$ cat config.mk
export PLATFORM = sky130hd
export DESIGN_NAME = taxi_dma_ram_rd_arb
export DESIGN_NICKNAME = d
export VERILOG_FILES = /design/src/rtl/taxi_dma_pkg.sv /design/src/rtl/taxi_dma_ram_rd_arb_tag_fifo.sv /design/src/rtl/taxi_dma_ram_rd_arb.sv
export SDC_FILE = /design/constraint.sdc
export NUM_CORES = 1
export LEC_CHECK = 0
export CORE_AREA = 2 2 98 100
export CTS_CLUSTER_SIZE = 40
export DETAILED_ROUTE_END_ITERATION = 12
export DIE_AREA = 0 0 100 102
export HOLD_SLACK_MARGIN = 0.02
export PLACE_DENSITY = 0.73
export SETUP_SLACK_MARGIN = 0.02
export SLEW_MARGIN = 10
export SYNTH_ARGS = -nofsm -noshare
export SYNTH_HDL_FRONTEND = slang
export SYNTH_SLANG_ARGS = --single-unit
$ cat constraint.sdc
create_clock -name clk -period 4.3 [get_ports clk]
set_input_delay 0.645 -clock clk [delete_from_list [all_inputs] [get_ports clk]]
set_output_delay 0.645 -clock clk [all_outputs]
set_load 0.05 [all_outputs]
$ cat src/rtl/taxi_dma_pkg.sv
`default_nettype none
// ============================================================================
// Module      : taxi_dma_pkg
// Description : Shared helpers for the DMA RAM read arbiter: port-index width
//               helper and the round-robin grant function.
// Revision    : 1.0 - initial release
// ============================================================================
package taxi_dma_pkg;

  // Largest port count the grant function is written for.
  localparam int MAX_PORTS = 16;

  // Width of a port index; never narrower than one bit so PORTS=1 still has a tag.
  function automatic int cl_ports(input int ports);
    return (ports > 1) ? $clog2(ports) : 1;
  endfunction

  // First valid port at or after ptr, wrapping modulo ports. Scanning from the
  // far end lets the closest candidate overwrite earlier ones. With no valid
  // port the pointer itself is returned, which keeps the grant stable.
  function automatic logic [3:0] rr_grant(input logic [MAX_PORTS-1:0] valid,
                                          input logic [3:0]           ptr,
                                          input int                   ports);
    logic [3:0] g;
    int         idx;
    g = ptr;
    for (int i = MAX_PORTS - 1; i >= 0; i--) begin
      if (i < ports) begin
        idx = (int'(ptr) + i) % ports;
        if (valid[idx]) g = 4'(idx);
      end
    end
    return g;
  endfunction

endpackage : taxi_dma_pkg
`default_nettype wire

$ cat src/rtl/taxi_dma_ram_rd_arb_tag_fifo.sv
`default_nettype none
// ============================================================================
// Module      : taxi_dma_ram_rd_arb_tag_fifo
// Description : Synchronous FIFO of port tags, one entry per outstanding read.
//               Full blocks push even when a pop happens in the same cycle.
// Revision    : 1.0 - initial release
// ============================================================================
module taxi_dma_ram_rd_arb_tag_fifo #(
  parameter int DEPTH = 8,
  parameter int TAG_W = 1
) (
  input  logic                   clk,
  input  logic                   rst,
  input  logic                   push,
  input  logic [TAG_W-1:0]       push_tag,
  input  logic                   pop,
  output logic [TAG_W-1:0]       head_tag,
  output logic                   full,
  output logic                   empty,
  output logic [$clog2(DEPTH):0] count
);

  localparam int PTR_W = $clog2(DEPTH);
  localparam int CNT_W = PTR_W + 1;

  logic [TAG_W-1:0] mem_q [DEPTH];
  logic [TAG_W-1:0] mem_d [DEPTH];
  logic [PTR_W-1:0] wr_ptr_q, wr_ptr_d;
  logic [PTR_W-1:0] rd_ptr_q, rd_ptr_d;
  logic [CNT_W-1:0] count_q, count_d;
  logic             push_ok;
  logic             pop_ok;

  assign full     = (count_q == CNT_W'(DEPTH));
  assign empty    = (count_q == '0);
  assign count    = count_q;
  assign head_tag = mem_q[rd_ptr_q];
  assign push_ok  = push & ~full;
  assign pop_ok   = pop & ~empty;

  // Next-state for storage, pointers and occupancy.
  always_comb begin
    mem_d    = mem_q;
    wr_ptr_d = wr_ptr_q;
    rd_ptr_d = rd_ptr_q;
    count_d  = count_q;
    if (push_ok) begin
      mem_d[wr_ptr_q] = push_tag;
      wr_ptr_d        = wr_ptr_q + PTR_W'(1);
    end
    if (pop_ok) begin
      rd_ptr_d = rd_ptr_q + PTR_W'(1);
    end
    if (push_ok && !pop_ok) begin
      count_d = count_q + CNT_W'(1);
    end else if (pop_ok && !push_ok) begin
      count_d = count_q - CNT_W'(1);
    end
  end

  // Tag storage needs no reset; only valid entries are ever read.
  always_ff @(posedge clk) begin
    mem_q <= mem_d;
  end

  // Pointer and occupancy registers.
  always_ff @(posedge clk) begin
    if (rst) begin
      wr_ptr_q <= '0;
      rd_ptr_q <= '0;
      count_q  <= '0;
    end else begin
      wr_ptr_q <= wr_ptr_d;
      rd_ptr_q <= rd_ptr_d;
      count_q  <= count_d;
    end
  end

endmodule : taxi_dma_ram_rd_arb_tag_fifo
`default_nettype wire

$ cat src/rtl/taxi_dma_ram_rd_arb.sv
`default_nettype none
// ============================================================================
// Module      : taxi_dma_ram_rd_arb
// Description : Round-robin arbiter sharing one DMA RAM read port between
//               PORTS clients. Commands pass through with zero latency; a tag
//               FIFO steers the in-order responses back to the issuing port.
//               Optional status outputs: define TAXI_DMA_RAM_RD_ARB_STATUS_EN.
// Revision    : 1.0 - initial release
// ============================================================================
module taxi_dma_ram_rd_arb
  import taxi_dma_pkg::*;
#(
  parameter int PORTS  = 2,
  parameter int ADDR_W = 16,
  parameter int DATA_W = 64,
  parameter int DEPTH  = 8
) (
  input  logic                    clk,
  input  logic                    rst,
  input  logic [PORTS*ADDR_W-1:0] req_cmd_addr,
  input  logic [PORTS-1:0]        req_cmd_valid,
  output logic [PORTS-1:0]        req_cmd_ready,
  output logic [PORTS*DATA_W-1:0] req_resp_data,
  output logic [PORTS-1:0]        req_resp_valid,
  input  logic [PORTS-1:0]        req_resp_ready,
  output logic [ADDR_W-1:0]       ram_cmd_addr,
  output logic                    ram_cmd_valid,
  input  logic                    ram_cmd_ready,
  input  logic [DATA_W-1:0]       ram_resp_data,
  input  logic                    ram_resp_valid,
  output logic                    ram_resp_ready
`ifdef TAXI_DMA_RAM_RD_ARB_STATUS_EN
  ,
  output logic [$clog2(DEPTH):0]  stat_outstanding,
  output logic [PORTS-1:0]        stat_port_busy
`endif
);

  localparam int CL_PORTS = cl_ports(PORTS);
  localparam int CNT_W    = $clog2(DEPTH) + 1;

  logic [CL_PORTS-1:0] rr_ptr_q, rr_ptr_d;
  logic [CL_PORTS-1:0] grant;
  logic [CL_PORTS-1:0] head;
  logic                fifo_full;
  logic                fifo_empty;
  logic [CNT_W-1:0]    fifo_count;
  logic                cmd_fire;
  logic                resp_fire;

  assign grant = CL_PORTS'(rr_grant(MAX_PORTS'(req_cmd_valid), 4'(rr_ptr_q), PORTS));

  // Command path: forward the granted port's address; only it may see ready.
  // Reset also masks the outputs so nothing can handshake while state clears.
  always_comb begin
    ram_cmd_valid = (|req_cmd_valid) & ~fifo_full & ~rst;
    ram_cmd_addr  = '0;
    req_cmd_ready = '0;
    for (int p = 0; p < PORTS; p++) begin
      if (grant == CL_PORTS'(p)) begin
        ram_cmd_addr     = req_cmd_addr[p*ADDR_W +: ADDR_W];
        req_cmd_ready[p] = ram_cmd_ready & ~fifo_full & ~rst;
      end
    end
  end

  // Response path: only the port at the FIFO head sees the RAM response;
  // with an empty FIFO the RAM is never acknowledged, so stray data is held.
  always_comb begin
    req_resp_valid = '0;
    ram_resp_ready = 1'b0;
    for (int p = 0; p < PORTS; p++) begin
      if (head == CL_PORTS'(p)) begin
        req_resp_valid[p] = ram_resp_valid & ~fifo_empty & ~rst;
        ram_resp_ready    = req_resp_ready[p] & ~fifo_empty & ~rst;
      end
    end
  end

  assign req_resp_data = {PORTS{ram_resp_data}};
  assign cmd_fire      = ram_cmd_valid & ram_cmd_ready;
  assign resp_fire     = ram_resp_valid & ram_resp_ready;

  // Pointer moves past the winner only on a handshake, so a stalled RAM sees
  // a stable grant and address.
  always_comb begin
    rr_ptr_d = rr_ptr_q;
    if (cmd_fire) begin
      rr_ptr_d = (grant == CL_PORTS'(PORTS - 1)) ? '0 : grant + CL_PORTS'(1);
    end
  end

  // Round-robin pointer register.
  always_ff @(posedge clk) begin
    if (rst) begin
      rr_ptr_q <= '0;
    end else begin
      rr_ptr_q <= rr_ptr_d;
    end
  end

  taxi_dma_ram_rd_arb_tag_fifo #(
    .DEPTH (DEPTH),
    .TAG_W (CL_PORTS)
  ) u_tag_fifo (
    .clk      (clk),
    .rst      (rst),
    .push     (cmd_fire),
    .push_tag (grant),
    .pop      (resp_fire),
    .head_tag (head),
    .full     (fifo_full),
    .empty    (fifo_empty),
    .count    (fifo_count)
  );

`ifdef TAXI_DMA_RAM_RD_ARB_STATUS_EN
  logic [CNT_W-1:0] port_cnt_q [PORTS];
  logic [CNT_W-1:0] port_cnt_d [PORTS];
  logic [PORTS-1:0] port_busy_q, port_busy_d;

  // Per-port outstanding counters; busy mirrors the post-update counter.
  always_comb begin
    for (int p = 0; p < PORTS; p++) begin
      port_cnt_d[p] = port_cnt_q[p];
      if ((cmd_fire && grant == CL_PORTS'(p)) && !(resp_fire && head == CL_PORTS'(p))) begin
        port_cnt_d[p] = port_cnt_q[p] + CNT_W'(1);
      end else if (!(cmd_fire && grant == CL_PORTS'(p)) && (resp_fire && head == CL_PORTS'(p))) begin
        port_cnt_d[p] = port_cnt_q[p] - CNT_W'(1);
      end
      port_busy_d[p] = (port_cnt_d[p] != '0);
    end
  end

  // Status registers.
  always_ff @(posedge clk) begin
    if (rst) begin
      for (int p = 0; p < PORTS; p++) port_cnt_q[p] <= '0;
      port_busy_q <= '0;
    end else begin
      port_cnt_q  <= port_cnt_d;
      port_busy_q <= port_busy_d;
    end
  end

  assign stat_outstanding = fifo_count;
  assign stat_port_busy   = port_busy_q;
`else
  logic unused_count;
  assign unused_count = ^fifo_count;
`endif

endmodule : taxi_dma_ram_rd_arb
`default_nettype wire

==> impl_metrics.csv, run 1 <==
group,metric,value,unit
run_status,outcome,"complete, no violations",
setup_path,critPathLaunchType,"input pin",
timing,post-route-period-util,87.01,%
yosys,yosys-top-cells-count,"buf_4 (128), nor2_1 (19), mux2_2 (16)",
floorplan,io-pin-count,254,
yosys,async_flop_share,0,%
setup_path,crit_arrival,3.10,ns
pwr,clkPwrFrac,20.1,%
yosys,yosys_warnings,0,
clocking,h-tree-depth,1,
setup_path,crit_type,"in2out",
yosys,synth_most_common_cell,"buf_4",
timing,hold_violations,0,
yosys,synth_cell_types,35,
clocking,cts_tree,"built",
grt,overflow,0,
timing,whs,0.5029,ns
yosys,syn-cell-area,2156,um^2
hold_path,min_to,"u_tag_fifo.count[3]",
yosys,synth_fp_nets,350,
timing,rsz0062_at_grt,"false",
timing,relSlewSlack,33.83,%
clocking,post_cts_resize_count,0,
timing,max_freq,267.3,MHz
setup_path,reg2reg_to,"u_tag_fifo.count[3]",
drt,vias,1150,
yosys,ys.flop_type,"dfxtp_1",
timing,finalClockSkew,0.002603,ns
cells_and_area,drive_above_1_share,13.79,%
setup_path,crit_required,3.65,ns
drt,vias_per_cell,4.035,
timing,slew_viol_final,0,
timing,fin_setup_tns,0,ns
clocking,numCtsBuffers,3,
setup_path,cp_max_fo,27,
floorplan,die_x,100,um
yosys,synth.avg_cell_area,8.983,um^2
setup_path,max_stage_delay,0.83,ns
yosys,synth.top_cells.by_area,"buf_4 (45%), edfxtp_1 (11%), dfxtp_1 (10%)",
drt,wl_per_cell,14.52,um
drt,drc_errors,0,
timing,worst_pin_slew,0.9925,ns
pwr,p_per_area,306.7,nW/um^2
drt,wl,4.138,mm
setup_path,r2r_cells,13,
pwr,netSwitchingPower,0.2163,mW
hold_path,holdPathStages,2,
drt,drtIter0Drc,9,
yosys,ys_seq_area_share,21.36,%
yosys,synth_edf_count,8,
hold_path,holdCritStartpoint,"u_tag_fifo.count[3]",
yosys,synth_top_area_share,44.57,%
pwr,ir_worst_vdd,130.9,uV
floorplan,core_region_area,9109,um^2
setup_path,worstReg2RegStart,"u_tag_fifo.rd_ptr_q[0]",
pwr,p_comb_share,44.3,%
setup_path,cp_cell_sequence,"clkdlybuf4s50_1, maj3_1, mux2_2, clkdlybuf4s50_1",
placement,io_buffers,61,
placement,gp_congestion,0.7281,
floorplan,rows,35,
clocking,cts_buffer_depth,2,
setup_path,cp-end-kind,"output pin",
grt,antenna_found_initial,0,
hold_path,hold_class,"reg2reg",
grt,grt_pass1_wl,5.878,mm
setup_path,rrSetupSlack,0.99,ns
drt,drt_first_pass_iters,2,
cells_and_area,area_growth_syn_to_layout,-8.067,%
cells_and_area,n_antenna_cell,0,
pwr,leakagePower,0.6951,nW
clocking,insertion_delay,0.25,ns
yosys,synth_seq_cells,19,
yosys,synthCells,240,
grt,grt_pass1_vias,1247,
setup_path,critPathSlowestCell,"maj3_1",
clocking,clk_pin_slew,0.07,ns
pwr,p_sw_share,35.59,%
pwr,p_int,0.3914,mW
floorplan,die_area,10200,um^2
clocking,cts_hold_buf,0,
setup_path,path_common_cell,"clkdlybuf4s50_1",
timing,setup_viol,0,
job,max_cap_viol_count,0,
clocking,cts_root_buf,"clkbuf_8",
pwr,p_total,0.6078,mW
clocking,numClockSinks,19,
pwr,pwr-share-seq,35.7,%
cells_and_area,nets,285,
clocking,post_cts_buffers,0,
grt,grt_max_degree,28,
grt,grt_use_total,7.416,%
yosys,yosysTopAreaCell,"buf_4",
drt,drt.antenna.violating_nets,0,
setup_path,crit_start,"req_cmd_valid[1]",
placement,dp_hpwl,3.463,mm
timing,layout_min_cycle_time,3.741,ns
floorplan,start_util,23.67,%
floorplan,die_h,102,um
## layout make-up
cell class | instances | area [um^2]
fill | 989 | 7127
clock buffer | 4 | 45.04
multi-input combinational | 86 | 708.2
sequential | 19 | 460.4
tap | 111 | 138.9
inverter | 3 | 11.26
timing repair buffer | 62 | 618.1
## worst max-delay path by stage
stage                                   to  cells past startpoint
final                     ram_cmd_addr[13]                      4
after global routing      ram_cmd_addr[13]                      4
after CTS                 ram_cmd_addr[13]                      4
after detailed placement  ram_cmd_addr[13]                      4
after global placement    ram_cmd_addr[10]                      4
after floorplan             ram_resp_ready                      4
## placed cells by master, fill, tap and decap left out, types with 2 or more instances in the layout
| cell | n |
|---|---|
| clkdlybuf4s50_1 | 61 |
| nor2_1 | 19 |
| mux2_2 | 16 |
| dfxtp_1 | 11 |
| edfxtp_1 | 8 |
| nand2_1 | 5 |
| ha_1 | 5 |
| nor3_1 | 4 |
| nand2b_1 | 3 |
| inv_1 | 3 |
| xnor2_1 | 3 |
| a21oi_1 | 3 |
| mux2i_1 | 3 |
| clkbuf_8 | 3 |
| mux4_1 | 2 |
| and3_1 | 2 |
| xor2_1 | 2 |
| nor2b_1 | 2 |
## routing by layer
metal	vias up	part of all wire (%)	wire length, um	global-route usage, %
met5	-	0	0	0
met4	0	3.3	136	4.110
met3	19	14	563	3.625
met2	120	53	2213	14.60
met1	487	30	1224	5.914
li1	524	-	-	-
## through the flow
stage	utilization (%)	cell area, um^2	setup slack (ns)	instances
4_1_cts	21.76	1982	0.4973	285
5_1_grt	21.76	1982	0.4244	285
3_3_place_gp	21.26	1937	0.5697	281
6_report	21.76	1982	0.5587	285
3_5_place_dp	21.26	1937	0.4984	281
2_1_floorplan	-	2156	1.256	240
## state kept, by name, summed over array words and instances, names as in the netlist
register             cells
rr_ptr_q                 1
u_tag_fifo.count         4
u_tag_fifo.mem_q         8
u_tag_fifo.rd_ptr_q      3
u_tag_fifo.wr_ptr_q      3
## critical path, delay by kind of cell
family	cells	cell delay, ns
buffers and inverters	2	1.20
adder cells (fa/ha/maj)	1	0.83
multiplexers	1	0.42
## power groups by stage
| stage | Clock (mW) | Sequential [mW] | Combinational (mW) |
|---|---|---|---|
| 2_1_floorplan | 0 | 0.217 | 0.500 |
| 3_3_place_gp | 0 | 0.220 | 0.268 |
| 3_5_place_dp | 0 | 0.221 | 0.272 |
| 4_1_cts | 0.126 | 0.217 | 0.273 |
| 5_1_grt | 0.132 | 0.219 | 0.290 |
| 6_report | 0.122 | 0.217 | 0.269 |
## kinds of logic (layout without fill, tap and decap cells)
kind of cell	count (synthesis)	in the layout	share of synthesized area [%]
flip-flops	19	19	21.36
adder cells (fa/ha/maj)	7	7	4.295
AND/OR/NAND/NOR	42	42	9.925
multiplexers	24	24	14.39
AO/OA/AOI/OAI	8	8	2.205
XOR/XNOR	5	5	2.032
buffers and inverters	135	69	45.79
Note: power is estimated with default switching activity, not from simulation.
==> run 2: changes to the inputs <==
--- a/config.mk
+++ b/config.mk
@@ -5,12 +5,12 @@
 export SDC_FILE = /design/constraint.sdc
 export NUM_CORES = 1
 export LEC_CHECK = 0
-export CORE_AREA = 2 2 98 100
+export CORE_AREA = 4 4 98 100
 export CTS_CLUSTER_SIZE = 40
 export DETAILED_ROUTE_END_ITERATION = 12
-export DIE_AREA = 0 0 100 102
+export DIE_AREA = 0 0 102 104
 export HOLD_SLACK_MARGIN = 0.02
-export PLACE_DENSITY = 0.73
+export PLACE_DENSITY = 0.75
 export SETUP_SLACK_MARGIN = 0.02
 export SLEW_MARGIN = 10
 export SYNTH_ARGS = -nofsm -noshare
==> run 2 against run 1 <==
Compared with the run above:
- final area up 0.25%
- non-clock buffer count is 1 higher
- largest cell class unchanged
- final cell count down 0.70%
- hold slack better by 0.011 ns
- wire length decreased by 1.5%
- largest power group unchanged
==> impl_metrics.csv, run 2 (synthesis gave the netlist of run 1 again) <==
group,metric,value,unit
run_status,outcome,"complete, no violations",
setup_path,cp_max_fo,27,
hold_path,holdCritStartpoint,"u_tag_fifo.count[3]",
grt,grt-busiest-layer,"met2",
clocking,insertion_delay,0.26,ns
timing,setup_viol,0,
setup_path,critPathSlowestCell,"maj3_1",
clocking,cts_tree,"built",
clocking,post_cts_resize_count,0,
timing,slew_viol_final,0,
timing,layout_min_cycle_time,3.730,ns
timing,relSlewSlack,34.17,%
clocking,cts_buffer_depth,2,
timing,post-route-period-util,86.73,%
placement,io_buffers,61,
clocking,h-tree-depth,1,
grt,antenna_found_initial,0,
clocking,numCtsBuffers,3,
floorplan,die_x,102,um
floorplan,die_area,10610,um^2
pwr,p_sw_share,35.96,%
timing,fin_setup_tns,0,ns
timing,rsz0062_at_grt,"false",
timing,finalWorstSetupSlack,0.5705,ns
grt,gr-usage-met3,3.689,%
drt,drtIter0Drc,17,
pwr,ir_worst_vdd,143.2,uV
setup_path,path_common_cell,"clkdlybuf4s50_1",
cells_and_area,final_cell_mix,"clkdlybuf4s50_1 (61), nor2_1 (19), mux2_2 (16), dfxtp_1 (11), edfxtp_1 (8)",
drt,wl,4.076,mm
setup_path,max_stage_delay,0.82,ns
floorplan,io-pin-count,254,
drt,vias_per_cell,3.947,
grt,grt_max_degree,28,
drt,drc_errors,0,
setup_path,critPathLaunchType,"input pin",
setup_path,crit_start,"req_cmd_valid[1]",
grt,overflow,0,
clocking,cts_root_buf,"clkbuf_8",
pwr,p_per_area,306.5,nW/um^2
setup_path,crit_type,"in2out",
grt,grt_pass1_vias,1192,
cells_and_area,nets,286,
cells_and_area,final_common_cell,"clkdlybuf4s50_1",
cells_and_area,largest_register_ffs,8,
pwr,leakagePower,0.7027,nW
timing,max_freq,268.1,MHz
floorplan,die_h,104,um
drt,drt.antenna.violating_nets,0,
setup_path,worstReg2RegStart,"u_tag_fifo.rd_ptr_q[0]",
pwr,clkPwrFrac,20.1,%
setup_path,cp_cell_sequence,"clkdlybuf4s50_1, maj3_1, mux2_2, clkdlybuf4s50_1",
floorplan,core_region_area,8678,um^2
timing,hold_violations,0,
clocking,post_cts_buffers,0,
grt,grt_use_total,7.131,%
cells_and_area,top_register,"u_tag_fifo.mem_q",
placement,pre_cts_slack,0.5350,ns
clocking,cts_hold_buf,0,
job,max_cap_viol_count,0,
grt,grt_pass1_wl,6.058,mm
floorplan,start_util,24.84,%
grt,use_met2,11.56,%
cells_and_area,drive_above_1_share,14.86,%
clocking,numClockSinks,19,
pwr,p_int,0.3900,mW
pwr,netSwitchingPower,0.2189,mW
drt,drt_first_pass_iters,4,
hold_path,hold_class,"reg2reg",
timing,finalClockSkew,0.007251,ns
cells_and_area,fillCellCount,959,
cells_and_area,n_antenna_cell,0,
cells_and_area,area_growth_syn_to_layout,-7.835,%
pwr,p_comb_share,44.3,%
pwr,pwr-share-seq,35.6,%
clocking,clk_pin_slew,0.07,ns
setup_path,crit_arrival,3.08,ns
setup_path,crit_required,3.65,ns
drt,vias,1117,
timing,worst_pin_slew,0.9874,ns
drt,wl_per_cell,14.40,um
grt,grt_use_met1,7.088,%
setup_path,cp-end-kind,"output pin",
floorplan,rows,34,
placement,gp_congestion,0.7025,
placement,dp_hpwl,3.392,mm
[run 2: changes by cell type in the layout (fill, tap and decap cells not counted), sizes merged]
| cell | delta |
|---|---|
| clkinv | +1 |
| clkbuf | -1 |
| buf | +1 |
[run 2: area by class of cell]
type | count | area, um^2 | area share, %
Multi-Input combinational cell | 86 | 708.2 | 35.64
Timing Repair Buffer | 63 | 625.6 | 31.49
Sequential cell | 19 | 460.4 | 23.17
Tap cell | 108 | 135.1 | 6.801
Clock buffer | 3 | 41.29 | 2.078
Inverter | 3 | 11.26 | 0.5667
Clock inverter | 1 | 5.005 | 0.2519
[run 2: metrics by stage]
stage                     utilization, %  std cells  hold slack (ns)  total power, mW  area, um^2
after floorplan                        -        240           0.4664           0.7173        2156
after global placement             22.36        279           0.4839           0.4868        1941
after detailed placement           22.36        279           0.4959           0.4920        1941
after CTS                          22.90        283           0.5076           0.6148        1987
after global routing               22.90        283           0.5343           0.6393        1987
final                              22.90        283           0.5135           0.6089        1987
[run 2: power groups by stage]
stage          clock network (mW)  registers (mW)  logic, mW
2_1_floorplan                   0           0.217      0.500
3_3_place_gp                    0           0.220      0.267
3_5_place_dp                    0           0.220      0.272
4_1_cts                     0.125           0.217      0.273
5_1_grt                     0.132           0.219      0.288
6_report                    0.123           0.217      0.270
[run 2: critical path: cells and delay by family]
kind	cells	cell delay (ns)
buffers and inverters	2	1.19
adder cells (fa/ha/maj)	1	0.82
multiplexers	1	0.42
[run 2: worst paths after layout]
kind,end,slack [ns],cells after the start
worst max-delay path,ram_cmd_addr[9],0.57,4
worst min register to register,u_tag_fifo.count[3],0.51,2
worst min-delay path,u_tag_fifo.count[3],0.51,2
worst max register to register,u_tag_fifo.count[3],1.02,13
[run 2: metal layers]
layer,part of all wire (%),up-vias
li1,-,526
met1,34,480
met2,49,75
met3,12,36
met4,4.6,0
met5,0,-
